==> config.mk <==
export PLATFORM = sky130hd
export DESIGN_NAME = tdp_ram_port_arbiter
export DESIGN_NICKNAME = d
export VERILOG_FILES = /design/src/rtl/tdp_ram_port_arbiter.sv
export SDC_FILE = /design/constraint.sdc
export NUM_CORES = 1
export LEC_CHECK = 0
export BUFFER_PORTS_ARGS = -buffer_cell sky130_fd_sc_hd__buf_2
export CORE_AREA = 2 2 224 226
export DETAILED_ROUTE_END_ITERATION = 12
export DIE_AREA = 0 0 226 228
export SLEW_MARGIN = 0
export SYNTH_ARGS = -nofsm -noshare
export SYNTH_HDL_FRONTEND = slang
export SYNTH_SLANG_ARGS = --single-unit
==> constraint.sdc <==
create_clock -name clk -period 4.15 [get_ports clk]
set_clock_uncertainty 0.1 [all_clocks]
set_input_delay 0.415 -clock clk [delete_from_list [all_inputs] [get_ports clk]]
set_output_delay 0.415 -clock clk [all_outputs]
set_load 0.03 [all_outputs]
==> src/rtl/tdp_ram_port_arbiter.sv <==
// tdp_ram_port_arbiter: round-robin sharing of one RAM port plus a zero-fill clear engine
module tdp_ram_port_arbiter #(
    parameter int NUM_REQ = 4,
    parameter int ADDR_W  = 10,
    parameter int DATA_W  = 72
) (
    input  logic                      clk,
    input  logic                      rst_n,
    input  logic [NUM_REQ-1:0]        req,
    input  logic [NUM_REQ-1:0]        req_we,
    input  logic [NUM_REQ*ADDR_W-1:0] req_addr,
    input  logic [NUM_REQ*DATA_W-1:0] req_wdata,
    output logic [NUM_REQ-1:0]        gnt,
    output logic [NUM_REQ-1:0]        rvalid,
    output logic [DATA_W-1:0]         rdata,
    input  logic                      clr_start,
    output logic                      clr_busy,
    output logic                      clr_done,
    output logic [ADDR_W-1:0]         ram_addr,
    output logic [DATA_W-1:0]         ram_din,
    output logic                      ram_we,
    input  logic [DATA_W-1:0]         ram_dout
);
    localparam int RR_W = $clog2(NUM_REQ);
    typedef enum logic {IDLE, CLEAR} state_t;
    state_t              state, state_nx;
    logic [RR_W-1:0]     rr, gidx;
    logic [ADDR_W-1:0]   cnt, addr_q;
    logic [NUM_REQ-1:0]  rvalid_q;
    logic                done_q, hit, acc;
    // first requester at or after rr, wrapping
    always_comb begin
        hit  = 1'b0;
        gidx = rr;
        for (int k = 0; k < NUM_REQ; k++) begin
            if (!hit && req[(int'(rr) + k) % NUM_REQ]) begin
                hit  = 1'b1;
                gidx = RR_W'((int'(rr) + k) % NUM_REQ);
            end
        end
    end
    // reset gates the grant so nothing reaches the RAM while rst_n is low
    always_comb begin
        acc      = rst_n && state == IDLE && !clr_start && hit;
        gnt      = acc ? (NUM_REQ'(1) << gidx) : '0;
        ram_we   = state == CLEAR || (acc && req_we[gidx]);
        ram_addr = state == CLEAR ? cnt : acc ? req_addr[gidx*ADDR_W +: ADDR_W] : addr_q;
        ram_din  = acc ? req_wdata[gidx*DATA_W +: DATA_W] : '0;
        state_nx = state == IDLE ? (clr_start ? CLEAR : IDLE) : (&cnt ? IDLE : CLEAR);
    end
    always_ff @(posedge clk or negedge rst_n) begin
        if (!rst_n) begin
            state    <= IDLE;
            rr       <= '0;
            cnt      <= '0;
            addr_q   <= '0;
            rvalid_q <= '0;
            done_q   <= 1'b0;
        end else begin
            state    <= state_nx;
            addr_q   <= ram_addr;
            rvalid_q <= gnt & ~req_we;
            done_q   <= state == CLEAR && &cnt;
            cnt      <= state == CLEAR ? cnt + 1'b1 : '0;
            if (acc)
                rr <= gidx == RR_W'(NUM_REQ - 1) ? '0 : gidx + 1'b1;
        end
    end
    assign clr_busy = state == CLEAR;
    assign clr_done = done_q;
    assign rvalid   = rvalid_q;
    assign rdata    = ram_dout;
endmodule

; Yosys cells after proc, flatten, opt, wreduce, memory -nomap -nowiden
; Index checks and enable logic that the tools add are counted.
[classes]
add_sub_neg = 5
mul = 2
order_cmp = 5
eq_ne = 1
n_shift = 3
mux = 29
bitwise = 6
reduce_logical = 17
[op_table]
columns = cell, n
row1 = $shiftx A288 B10 Y72, 1
row2 = $mux W72, 1
row3 = $shiftx A40 B7 Y10, 1
row4 = $mux W10, 3
row5 = $mux W1, 15
row6 = $lt A3 B4 Y1 const B, 3
row7 = $add A10 B1 Y10 const B, 1
row8 = $bmux W1 S2, 5
row9 = $reduce_and A10 Y1, 1
row10 = $logic_and A1 B1 Y1, 8
row11 = $mux W2, 4
row12 = $lt A2 B3 Y1 const B, 2
row13 = $mul A2 B4 Y6 const B, 1
row14 = $reduce_or A2 Y1, 3
row15 = $mul A2 B3 Y5 const B, 1
row16 = $add A2 B1 Y2 const B, 2
row17 = $add A2 B2 Y2 const B, 2
row18 = $and A4 B4 Y4, 1
row19 = $logic_not A1 Y1, 4
row20 = $mux W4, 1
row21 = $not A4 Y4, 1
row22 = $shl A1 B2 Y4 const A, 1
row23 = $and A1 B1 Y1 const A, 3
row24 = $eq A2 B2 Y1 const B, 1
row25 = other kinds (2), 2
[word_totals]
register_bits = 28
out_inout_bits = 165
elab_cells = 74

; Longest topological paths before layout
; Gate-level depths: netlist of the first run.
[logic_depth]
depth_word = 18
mapped_depth = 9

; Worst setup path before layout of the first run
; No wires, ideal clock.
[synth_timing]
kind = input -> output
start = in req[2]
end = out ram_addr[8]
t_arrival_ns = 2.341
setup_slack_ns = 1.294
path_stages = 8
path_cell_list = nor2b_1 > o21a_1 > nor3_2 > inv_2 > buf_4 > buf_6 > mux2i_1 > a221oi_1
[synth_via]
elab_chain_cells = 16
word_cells_on_any_way = 29
[synth_lines]
columns = element, line_no
row1 = from (decl), 9  ; input logic [NUM_REQ-1:0] req,
row2 = $bmux W1 S2, 36  ; if (!hit && req[(int'(rr) + k) % NUM_REQ]) begin
row3 = $mux W1 (implied by the code), 36
row4 = $mux W1, 36
row5 = $logic_not A1 Y1, 36
row6 = $logic_and A1 B1 Y1, 36
row7 = $mux W1, 36
row8 = $logic_not A1 Y1, 36
row9 = $logic_and A1 B1 Y1, 36
row10 = $mux W1, 36
row11 = $logic_not A1 Y1, 36
row12 = $logic_and A1 B1 Y1, 36
row13 = $mux W2, 36
row14 = $mul A2 B3 Y5, 47  ; ram_addr = state == CLEAR ? cnt : acc ? req_addr[gidx*ADDR_W +: ADDR_W] : addr_q;
row15 = $shiftx A40 B7 Y10, 47
row16 = $mux W10 * (2 in a row), 47
row17 = to (decl), 19  ; output logic [ADDR_W-1:0] ram_addr,
; Every way passes the cells marked *; elsewhere a longest branch is shown, timed or not. The select of a mux whose other input is x is not followed.

; Worst setup path in the final report of the first run
[layout_timing]
start = reg rr[1]
end = out ram_din[16]
[layout_via]
elab_chain_cells = 15
word_cells_on_any_way = 31
[layout_lines]
columns = element, line_no
row1 = from (decl), 27  ; logic [RR_W-1:0] rr, gidx;
row2 = from (signal assigned), 66  ; rr <= gidx == RR_W'(NUM_REQ - 1) ? '0 : gidx + 1'b1;
row3 = $add A2 B1 Y2 / $bmux W1 S2 (equally long branches), "36, 38"
row4 = $bmux W1 S2 / $mux W1 (equally long branches), 36
row5 = $mux W1 (implied by the code), 36
row6 = $mux W1 (implied by the code) / $logic_not A1 Y1 (equally long branches), 36
row7 = $logic_and A1 B1 Y1, 36
row8 = $mux W1, 36
row9 = $logic_not A1 Y1, 36
row10 = $logic_and A1 B1 Y1, 36
row11 = $mux W1, 36
row12 = $logic_not A1 Y1, 36
row13 = $logic_and A1 B1 Y1, 36
row14 = $mux W2, 36
row15 = $mul A2 B4 Y6, 48  ; ram_din = acc ? req_wdata[gidx*DATA_W +: DATA_W] : '0;
row16 = $shiftx A288 B10 Y72, 48
row17 = $mux W72 *, 48
row18 = to (decl), 20  ; output logic [DATA_W-1:0] ram_din,
; Marked as above.

==> results of run 1 <==
==> logic make-up (layout without fill, tap and decap cells) <==
group                    count (synthesis)  after routing  share of synthesized area
buffers and inverters                  139            464                      0.185
XOR/XNOR                                 8              8                     0.0142
multiplexers                            94             94                      0.192
adder cells (fa/ha/maj)                  5              5                     0.0127
AND/OR/NAND/NOR                        121            121                      0.110
flip-flops                              28             28                      0.142
AO/OA/AOI/OAI                          182            182                      0.344
==> stage by stage <==
step,setup WS [ns],power [mW],area (sq um)
3_5_place_dp,0.748,1.49,7250
6_report,0.607,1.77,7360
4_1_cts,0.641,1.80,7360
3_3_place_gp,0.857,1.46,7250
5_1_grt,0.439,1.89,7360
2_1_floorplan,1.29,1.24,4920
==> worst min path at each step <==
stage,cells after the start,endpoint,slack (ns)
detailed placement,1,cnt[0]$_DFF_PN0_,0.42
finish,2,addr_q[3]$_DFF_PN0_,0.14
global placement,1,cnt[0]$_DFF_PN0_,0.43
CTS,2,cnt[0]$_DFF_PN0_,0.19
global route,2,addr_q[3]$_DFF_PN0_,0.19
floorplan,0,addr_q[0]$_DFF_PN0_,0.02
==> sequential cells by signal (all words and copies together) (netlist names) <==
name,flops
clr_done,1
rr,2
clr_busy,1
addr_q,10
rvalid,4
cnt,10
==> placed cells by master, fill, tap and decap left out, types with 10 or more instances in the layout <==
cell	netlist	final
buf_2	37	431
dfrtp_1	28	28
nor2b_1	10	10
a21oi_1	90	90
and2_1	13	13
buf_4	81	15
nand2_1	77	77
mux2i_1	92	92
a221oi_1	13	13
a221oi_2	69	69
==> worst max-delay path, stage by stage (launching register included) <==
cell and delay [ns]:
dfrtp_1 0.45, nor3_1 0.19, a2111oi_0 0.08, or2_1 0.34, inv_6 0.42, buf_12 0.31
buf_4 0.25, a21oi_1 0.08, a221oi_2 0.26, buf_2 0.24
==> power by group through the flow <==
stage | sequential, mW | combinational (mW) | clock (mW)
after floorplan | 0.381 | 0.858 | 0
after global placement | 0.398 | 1.06 | 0
after detailed placement | 0.397 | 1.09 | 0
after CTS | 0.392 | 1.09 | 0.309
after global routing | 0.400 | 1.17 | 0.319
final | 0.391 | 1.08 | 0.296
==> per-layer routing <==
metal  up-vias  wire length [um]  part of all wire  global-route usage
met2       336             11500              0.47               0.150
li1       2713                 -                 -                   -
met1      2770             11000              0.44               0.114
met5         -                27            0.0011                   0
met4         4               364             0.015              0.0153
met3        39              1850             0.075              0.0152
==> layout make-up <==
type	count	area, sq um
Sequential cell	28	701
Timing Repair Buffer	449	2330
Tap cell	672	841
Clock inverter	1	30.0
Multi-Input combinational cell	410	3330
Clock buffer	3	75.1
Inverter	11	53.8
Fill cell	5587	42000
==> results by group, run 1 <==
Detailed routing
  – Vias per cell: 3.72
  – DRT iter0 DRCs: 262
  – Antenna Nets Post-Route: 0
  – Via count: ~5,900
  – Final WL: ~25 mm
  – DRC viols: 0
  – DR pass1 iterations: 4
  – Avg WL per Cell: approximately 16 um

Cells and area
  – Fin util: 0.149
  – Final non-filler cell total: 1,574
  – Area grow syn2layout: 49.5%
  – Share of layout cells above drive strength 1: 0.585
  – # nets final: around 1,300
  – Antenna fix cells: 0

Synthesis
  – Post-Syn Instances: 577
  – Synth cell types: 35
  – Synth Cell Area: roughly 4900 sq um
  – FF+latch count, synth: 28
  – Largest area contributor in the netlist: a221oi_2
  – Top cells by area, synth: a221oi_2 (21%), mux2i_1 (19%), dfrtp_1 (14%)
  – Syn_area_per_cell: about 8.5 sq um
  – Syn nets: approximately 1,000
  – Primary FF master, synth: dfrtp_1
  – Synthesis Warnings: 0
  – Most numerous cell in the Yosys netlist: mux2i_1
  – Async SR Flop Fraction: 1.00
  – Post-synth EDFFs: 0
  – Seq/Total Area, Yosys: 0.142
  – Top cell type's share of synthesized area: 0.211
  – Synth top cells by count: mux2i_1 (92), a21oi_1 (90), buf_4 (81)

Critical path
  – Setup crit end: ram_din[16]
  – Setup CP Type: flop to output pin
  – Critical Path RT: 3.63 ns
  – Worst R2R Start: rr[1]$_DFFE_PN0P_
  – Crit end category: output pin
  – Max FO, Critical Path: 66
  – Nature of the critical path startpoint: flop
  – Critical Path Start: rr[1]$_DFFE_PN0P_
  – Flop2flop setup slack: about 1.6 ns
  – Reg2Reg Depth: 7
  – Reg2reg end: addr_q[8]$_DFF_PN0_
  – Worst Path Arrival: between 3 and 4 ns

Clocking
  – CTS clock-pin slew for the worst setup and hold paths: 0.08 ns
  – Buffer depth of the longest clock path: 2
  – CTS tree: done
  – # hold bufs at CTS: 0
  – H-tree Lvls: 1
  – CTS Root Cell: clkbuf_16
  – Post_cts resized: 0
  – Num CTS Buffers: 3
  – Setup Fix Bufs, Post-CTS: 0
  – Clk_lat worst skew: roughly 0.27 ns
  – Clock sink total: 28

STA
  – RSZ-0062 raised after global routing: false
  – Final setup TNS: 0 ns
  – Max Slew Vio Count: 0
  – Fmax: about 280 MHz
  – Slew at the pin closest to its max-slew limit: roughly 0.84 ns
  – Final hold vios: 0
  – Crit path time final: approximately 3.5 ns
  – Slew HR: 0.443
  – Final setup viols: 0
  – Period utilisation layout: 0.854
  – WHS: 0.145 ns

Pwr
  – Peak supply drop: 189 uV
  – Int Pwr: between 0.9 and 1 mW
  – Switching power total: 0.811 mW
  – Sw frac: 0.459
  – PD cells: roughly 240 nW/um^2
  – Clock Power Share: 0.168
  – Combinational cell fraction of total power: 0.611
  – Seq pwr share: 0.221
  – Leak: around 3.9 nW

Global route
  – First-pass GRT wire length: roughly 34 mm
  – Initial antenna violation count: 8
  – Largest net degree at the start of global routing: 94
  – Vias in the first global route: roughly 5,500
  – All-Layer GR Usage: 0.0872
  – Total gr overflow: 0

Floorplan
  – Row cnt: 82
  – Chip Width: ~230 um
  – Initial core utilization: 0.0997
  – Die area: ~52,000 sq um
  – Io pins: 576
  – Core box area: 49,300 sq um
  – Chip height: around 230 um

Run
  – Max-Cap Viols: 0

Placement
  – IO Port Bufs: 431
  – Hpwl dp: a little over 20 mm
  – GPL Wtd Cong: between 0.9 and 1
  – Placed Instances: ~1,600

Run status
  – Status: finished clean

Min path
  – Worst Hold Class: input pin to async pin
No activity file was read; power rests on OpenSTA's default activity.
==> run 2: changes to the inputs <==
==> constraint.sdc (replaced) <==
create_clock -name clk -period 2.9 [get_ports clk]
set_clock_uncertainty 0.1 [all_clocks]
set_input_delay 0.29 -clock clk [delete_from_list [all_inputs] [get_ports clk]]
set_output_delay 0.29 -clock clk [all_outputs]
set_load 0.03 [all_outputs]
==> run 2 against run 1 <==
Critical path depth is 1 higher. Critical path type unchanged. Flip-flop and latch count stayed put. Clock power is 46% higher. Sequential share of layout area is 0.80 points lower. Register-to-register slack worse by 0.84 ns. Setup slack worse by 0.56 ns. Core utilization is 1.4 points higher. Clock-buffer cell count stayed put. Sequential power is 44% higher.
==> results by group, run 2 (synthesis gave the netlist of run 1 again) <==
Critical path
  – Max FO, Critical Path: 9 (was 66)
  – Reg2reg end: addr_q[3]$_DFF_PN0_ (was addr_q[8]$_DFF_PN0_)
  – Worst Path Arrival: 2.46 ns (was 3.03 ns)
  – CP max stage cell: dfrtp_1 (unchanged)
  – Nature of the critical path startpoint: flop (unchanged)
  – Setup CP Type: flop to output pin (unchanged)
  – Flop2flop setup slack: 0.78 ns (was 1.62 ns)
  – Worst R2R Start: rr[1]$_DFFE_PN0P_ (unchanged)
  – CP Cell Sequence: nor2b_2 -> o21a_1 -> nor3_4 -> buf_12 -> inv_12 -> buf_12 -> buf_4 -> mux2i_1 -> a221oi_2 -> buf_4 (was nor3_1 -> a2111oi_0 -> or2_1 -> inv_6 -> buf_12 -> buf_4 -> a21oi_1 -> a221oi_2 -> buf_2)
  – Crit end category: output pin (unchanged)
  – Critical Path RT: 2.51 ns (was 3.63 ns)
  – Worst path top cell family by delay: buffers and inverters (unchanged)
  – Slowest Stage Delay on Critical Path: 0.45 ns (about the same)
  – Reg2Reg Depth: 7 (unchanged)
  – Buffer and inverter count on the worst path: 5 (was 4)

Placement
  – Placed Instances: 1,588 (was 1,570)
  – Setup WS pre-CTS: -0.153 ns (was 0.748 ns)
  – GPL Wtd Cong: 0.939 (about the same)
  – Hpwl dp: 21.4 mm (was 20.4 mm)
  – IO Port Bufs: 431 (unchanged)

Pwr
  – Leak: 4.15 nW (was 3.90 nW)
  – Peak supply drop: 217 uV (was 189 uV)
  – PD cells: 354 nW/um^2 (was 240 nW/um^2)

Clocking
  – CTS clock-pin slew for the worst setup and hold paths: 0.08 ns (about the same)
  – Buffer depth of the longest clock path: 2 (unchanged)
  – # hold bufs at CTS: 0 (unchanged)
  – H-tree Lvls: 1 (unchanged)
  – CTS Root Cell: clkbuf_16 (unchanged)
  – Num CTS Buffers: 3 (unchanged)
  – Clock sink total: 28 (unchanged)
  – Clk_lat worst skew: 0.27 ns (about the same)
  – CTS tree: done (unchanged)

Global route
  – Initial antenna violation count: 5 (was 8)
  – Vias in the first global route: 5,885 (was 5,479)
  – Total gr overflow: 0 (unchanged)
  – First-pass GRT wire length: 36.2 mm (was 33.9 mm)
  – Largest net degree at the start of global routing: 50 (was 94)
  – All-Layer GR Usage: 0.0941 (was 0.0872)

Detailed routing
  – Via count: 5,967 (was 5,862)
  – DR pass1 iterations: 5 (was 4)
  – Final WL: 26.6 mm (was 24.7 mm)
  – Antenna Nets Post-Route: 0 (unchanged)
  – DRC viols: 0 (unchanged)
  – Avg WL per Cell: 16.6 um (was 15.7 um)
  – Vias per cell: 3.73 (was 3.72)
  – DRT iter0 DRCs: 236 (was 262)

Min path
  – Worst Hold Class: input pin to async pin (unchanged)

Run status
  – Status: finished clean (unchanged)

Floorplan
  – Initial core utilization: 0.0997 (unchanged)
  – Row cnt: 82 (unchanged)
  – Die area: 51,500 sq um (unchanged)
  – Core box area: 49,300 sq um (unchanged)
  – Chip height: 228 um (unchanged)
  – Chip Width: 226 um (unchanged)
  – Io pins: 576 (unchanged)

STA
  – Period utilisation layout: 0.984
  – Max Slew Vio Count: 0 (unchanged)
  – Slew at the pin closest to its max-slew limit: 0.441 ns (was 0.836 ns)
  – Final setup viols: 0 (unchanged)
  – Final hold vios: 0 (unchanged)
  – Slew HR: 0.706 (was 0.443)
  – Post-route setup slack: 0.0457 ns (was 0.607 ns)
  – RSZ-0062 raised after global routing: true (was false)
  – Fmax: around 350 MHz
  – WHS: 0.0201 ns (was 0.145 ns)
  – Crit path time final: approximately 2.9 ns

Cells and area
  – Most frequent cells in the layout: buf_2 (392), mux2i_1 (92), a21oi_1 (89), nand2_1 (77), a221oi_2 (69) (was buf_2 (431), mux2i_1 (92), a21oi_1 (90), nand2_1 (77), a221oi_2 (69))
  – Share of layout cells above drive strength 1: 0.610 (was 0.585)
  – Commonest non-fill, non-tap cell in the layout: buf_2 (unchanged)
  – Area grow syn2layout: 63.2% (was 49.5%)
  – Antenna fix cells: 0 (unchanged)
  – # nets final: 1,345 (was 1,319)
  – Final non-filler cell total: 1,600 (was 1,574)

Run
  – Max-Cap Viols: 0 (unchanged)
==> run 2: worst max-delay path by stage <==
stage,startpoint,endpoint,slack [ns],cells past startpoint
final,rr[0]$_DFFE_PN0P_,ram_din[46],0.05,10
after global placement,req[2],ram_din[0],-0.23,8
after detailed placement,req[2],ram_din[0],-0.15,8
after CTS,rr[1]$_DFFE_PN0P_,ram_addr[0],-0.004,7
after floorplan,rr[1]$_DFFE_PN0P_,ram_din[62],0.27,7
after global routing,rr[0]$_DFFE_PN0P_,ram_din[36],-0.06,11
==> run 2: metal layers <==
metal	global-route usage	routed length [um]	vias to the layer above
li1	-	-	2775
met1	0.122	11400	2789
met2	0.159	12400	349
met3	0.0147	1920	52
met4	0.0281	836	2
met5	0	13	-
==> run 2: report_power, final <==
part,total [mW],switching [mW],internal [mW],leakage [nW]
Sequential,0.562,0.0765,0.486,0.356
Clock,0.431,0.155,0.276,0.0511
Combinational,1.85,1.05,0.799,3.74
Total,2.84,1.28,1.56,4.15
==> run 2: area by class of cell <==
type                       count  area, sq um
timing repair buffer         475         2860
multi-input combinational    410         3450
clock inverter                 1         30.0
clock buffer                   3         75.1
tap                          672          841
fill                        5543        41300
inverter                      11         70.1
sequential                    28          701
==> run 2: per-stage QoR <==
stage	utilization	area, sq um	power [mW]	TNS [ns]
after floorplan	-	4920	1.77	0
after global placement	0.152	7480	2.18	-0.288
after detailed placement	0.152	7480	2.23	-0.202
after CTS	0.157	7730	2.76	-0.00401
after global routing	0.163	8030	3.05	-0.354
final	0.163	8030	2.84	0
==> run 2: timing repair <==
action | CTS | global route
buffers inserted | 3 | 1
resized for setup | 19 | 73
cloned | 1 | 4
pin swaps | 2 | 17
endpoints found under the setup margin | 77 | 84
==> run 3: changes to the inputs <==
--- a/config.mk
+++ b/config.mk
@@ -5,10 +5,10 @@
 export SDC_FILE = /design/constraint.sdc
 export NUM_CORES = 1
 export LEC_CHECK = 0
-export BUFFER_PORTS_ARGS = -buffer_cell sky130_fd_sc_hd__buf_2
-export CORE_AREA = 2 2 224 226
+export CORE_AREA = 2 2 223 225
 export DETAILED_ROUTE_END_ITERATION = 12
-export DIE_AREA = 0 0 226 228
+export DIE_AREA = 0 0 225 227
+export DONT_BUFFER_PORTS = 1
 export SLEW_MARGIN = 0
 export SYNTH_ARGS = -nofsm -noshare
 export SYNTH_HDL_FRONTEND = slang
==> run 3 against run 2 <==
The run now ends with negative setup slack left. Final cell count shrank 23%. Setup slack lost 0.047 ns. Via count shrank 16%. Fmax shrank 1.6%. Routed wire length grew 9.3%. Highest routed layer unchanged. Flip-flop and latch count is the same. Sequential power is essentially flat. Hold slack gained 0.13 ns. First-iteration DRC count grew 43%. Critical path depth shrank 1. Critical endpoint is now ram_din[4]. Sequential share of layout area grew 1.4 points. Core utilization shrank 2.0 points.
==> results by group, run 3 (synthesis gave the netlist of run 1 again) <==
Run status
  – Status: finished, violations left (was finished clean)
  – Failing checks: negative setup slack

Clocking
  – Num CTS Buffers: 3 (unchanged)
  – CTS tree: done (unchanged)
  – CTS Root Cell: clkbuf_16 (unchanged)
  – H-tree Lvls: 1 (unchanged)
  – Clk_lat worst skew: 0.27 ns (about the same)
  – Clock sink total: 28 (unchanged)
  – Buffer depth of the longest clock path: 2 (unchanged)
  – CTS clock-pin slew for the worst setup and hold paths: 0.07 ns (was 0.08 ns)

Cells and area
  – Most frequent cells in the layout: buf_4 (99), mux2i_1 (89), a21oi_1 (84), nand2_1 (77), a221oi_2 (59) (was buf_2 (392), mux2i_1 (92), a21oi_1 (89), nand2_1 (77), a221oi_2 (69))
  – Commonest non-fill, non-tap cell in the layout: buf_4 (was buf_2)
  – Final non-filler cell total: 1,231 (was 1,600)
  – Fin util: 0.142 (was 0.163)
  – Area grow syn2layout: 40.5% (was 63.2%)
  – # nets final: 1,019 (was 1,345)
  – Share of layout cells above drive strength 1: 0.405 (was 0.610)

Global route
  – All-Layer GR Usage: 0.0779 (was 0.0941)
  – Largest net degree at the start of global routing: 77 (was 50)
  – Vias in the first global route: 4,370 (was 5,885)
  – Initial antenna violation count: 11 (was 5)
  – Total gr overflow: 0 (unchanged)
  – First-pass GRT wire length: 28.9 mm (was 36.2 mm)

Pwr
  – Seq pwr share: 0.190 (was 0.198)
  – Overall power: 2.97 mW (was 2.84 mW)
  – Combinational cell fraction of total power: 0.667 (was 0.650)
  – Sw frac: 0.463 (was 0.450)
  – Clock Power Share: 0.142 (was 0.152)
  – Peak supply drop: 194 uV (was 217 uV)
  – Leak: 2.96 nW (was 4.15 nW)
  – Int Pwr: 1.59 mW (was 1.56 mW)
  – PD cells: 429 nW/um^2 (was 354 nW/um^2)
  – Switching power total: 1.38 mW (was 1.28 mW)

Critical path
  – CP Cell Sequence: nor2b_2 -> o21ba_4 -> nor3_4 -> bufinv_16 -> buf_16 -> mux2i_2 -> buf_4 -> a221oi_2 -> buf_4 (was nor2b_2 -> o21a_1 -> nor3_4 -> buf_12 -> inv_12 -> buf_12 -> buf_4 -> mux2i_1 -> a221oi_2 -> buf_4)
  – Top cell by count, worst path: buf_4
  – Nature of the critical path startpoint: flop (unchanged)
  – Crit end category: output pin (unchanged)
  – CP max stage cell: dfrtp_1 (unchanged)
  – Worst Path Arrival: 2.51 ns (was 2.46 ns)
  – Worst path top cell family by delay: buffers and inverters (unchanged)
  – Setup CP Type: flop to output pin (unchanged)
  – Slowest Stage Delay on Critical Path: 0.43 ns (was 0.45 ns)
  – Critical Path RT: 2.51 ns (about the same)
  – Buffer and inverter count on the worst path: 4 (was 5)
  – Max FO, Critical Path: 11 (was 9)

STA
  – Fmax: 345 MHz (was 350 MHz)
  – WHS: 0.146 ns (was 0.0201 ns)
  – Post-route setup slack: -0.00154 ns (was 0.0457 ns)
  – Final setup TNS: -0.00154 ns (was 0 ns)
  – Max Slew Vio Count: 0 (unchanged)
  – Slew at the pin closest to its max-slew limit: 0.739 ns (was 0.441 ns)
  – RSZ-0062 raised after global routing: true (unchanged)
  – Crit path time final: 2.90 ns (was 2.85 ns)
  – Final hold vios: 0 (unchanged)
  – Slew HR: 0.507 (was 0.706)
  – Final setup viols: 1 (was 0)
  – Period utilisation layout: 1.00 (was 0.984)

Floorplan
  – Io pins: 576 (unchanged)
  – Chip Width: 225 um (was 226 um)
  – Core box area: 48,500 sq um (was 49,300 sq um)
  – Row cnt: 81 (was 82)
  – Initial core utilization: 0.101 (was 0.0997)
  – Die area: 51,100 sq um (was 51,500 sq um)
  – Chip height: 227 um (was 228 um)

Detailed routing
  – DRC viols: 0 (unchanged)
  – Vias per cell: 4.08 (was 3.73)
  – Via count: 5,026 (was 5,967)
  – Final WL: 29.1 mm (was 26.6 mm)
  – Antenna Nets Post-Route: 0 (unchanged)
  – DR pass1 iterations: 5 (unchanged)
  – DRT iter0 DRCs: 338 (was 236)
  – Avg WL per Cell: 23.7 um (was 16.6 um)

Placement
  – Placed Instances: 1,173 (was 1,588)
  – IO Port Bufs: 0 (was 431)
  – Hpwl dp: 18.2 mm (was 21.4 mm)
  – GPL Wtd Cong: 0.788 (was 0.939)

Run
  – Max-Cap Viols: 0 (unchanged)

Min path
  – Worst Hold Class: input pin to flop (was input pin to async pin)
[run 3: changes by cell type in the layout (fill, tap and decap cells not counted), moves of 3 or more]
| cell | before | now |
|---|---|---|
| diode_2 | 0 | 7 |
| clkbuf_16 | 7 | 14 |
| a21oi_1 | 89 | 84 |
| buf_2 | 392 | 0 |
| a21oi_2 | 2 | 7 |
| mux2i_2 | 0 | 3 |
| mux2i_1 | 92 | 89 |
| buf_4 | 57 | 99 |
| a221oi_2 | 69 | 59 |
| buf_6 | 9 | 14 |
| a221oi_4 | 6 | 14 |
| dlygate4sd3_1 | 0 | 5 |
| buf_16 | 3 | 6 |
[run 3: path summary, 6_finish.rpt]
| path | start | end | slack (ns) | depth (start not counted) |
|---|---|---|---|---|
| setup / recovery | rr[0]$_DFFE_PN0P_ | ram_din[4] | -0.002 | 9 |
| hold / removal | clr_start | clr_busy$_DFF_PN0_ | 0.15 | 2 |
| setup reg to reg | rr[1]$_DFFE_PN0P_ | rvalid[0]$_DFF_PN0_ | 0.40 | 9 |
| hold reg to reg | cnt[0]$_DFF_PN0_ | cnt[0]$_DFF_PN0_ | 0.45 | 1 |
| max in group asynchronous | rst_n | rr[1]$_DFFE_PN0P_ | 2.13 | 2 |
| min in group asynchronous | rst_n | addr_q[8]$_DFF_PN0_ | 0.39 | 2 |
[run 3: layer usage]
metal / wire (um) / track usage / up-vias
met1: 12000 / 0.0898 / 2444
met5: 38 / 0 / -
li1: - / - / 2143
met2: 13200 / 0.126 / 376
met4: 1110 / 0.0363 / 6
met3: 2730 / 0.0315 / 57
[run 3: power by group through the flow]
stage	sequential [mW]	combinational [mW]	clock [mW]
6_report	0.565	1.98	0.421
5_1_grt	0.577	2.10	0.446
4_1_cts	0.562	1.45	0.437
3_5_place_dp	0.570	1.33	0
3_3_place_gp	0.568	1.29	0
2_1_floorplan	0.545	1.23	0
[run 3: per-stage QoR]
| stage | cell area (sq um) | setup slack [ns] |
|---|---|---|
| after global placement | 5750 | -0.00693 |
| after CTS | 6110 | -0.0987 |
| final | 6910 | -0.00154 |
| after floorplan | 4920 | 0.266 |
| after detailed placement | 5750 | -0.0109 |
| after global routing | 6910 | -0.0678 |
[run 3: layout make-up]
type                    instances  area (sq um)
fillers                      5435         41600
multi-input cells             410          3590
repair buffers                147          1620
well taps                     622           778
flip-flops and latches         28           702
clock buffers                   3          75.1
inverters                      11          75.1
clock inverters                 1          30.0
repair inverters                2          17.5
diodes                          7          17.5
[run 3: worst register-to-register path, delay by kind of cell, from the launching register on]
family,cells,cell delay [ns]
and+or+nand+nor,4,1.16
adders and majority gates,1,0.17
DFF,1,0.43
AOI/OAI and AO/OA,1,0.12
buffers and inverters,3,0.46
[run 3: repair_timing]
action / in CTS / in global routing
buffers inserted: 3 / 20
gates cloned: 1 / 17
setup endpoints to repair: 62 / 84
endpoints found under the hold margin: 32 / 0
gates resized for setup: 17 / 48
pin swaps: 2 / 18
hold buffers: 6 / 0
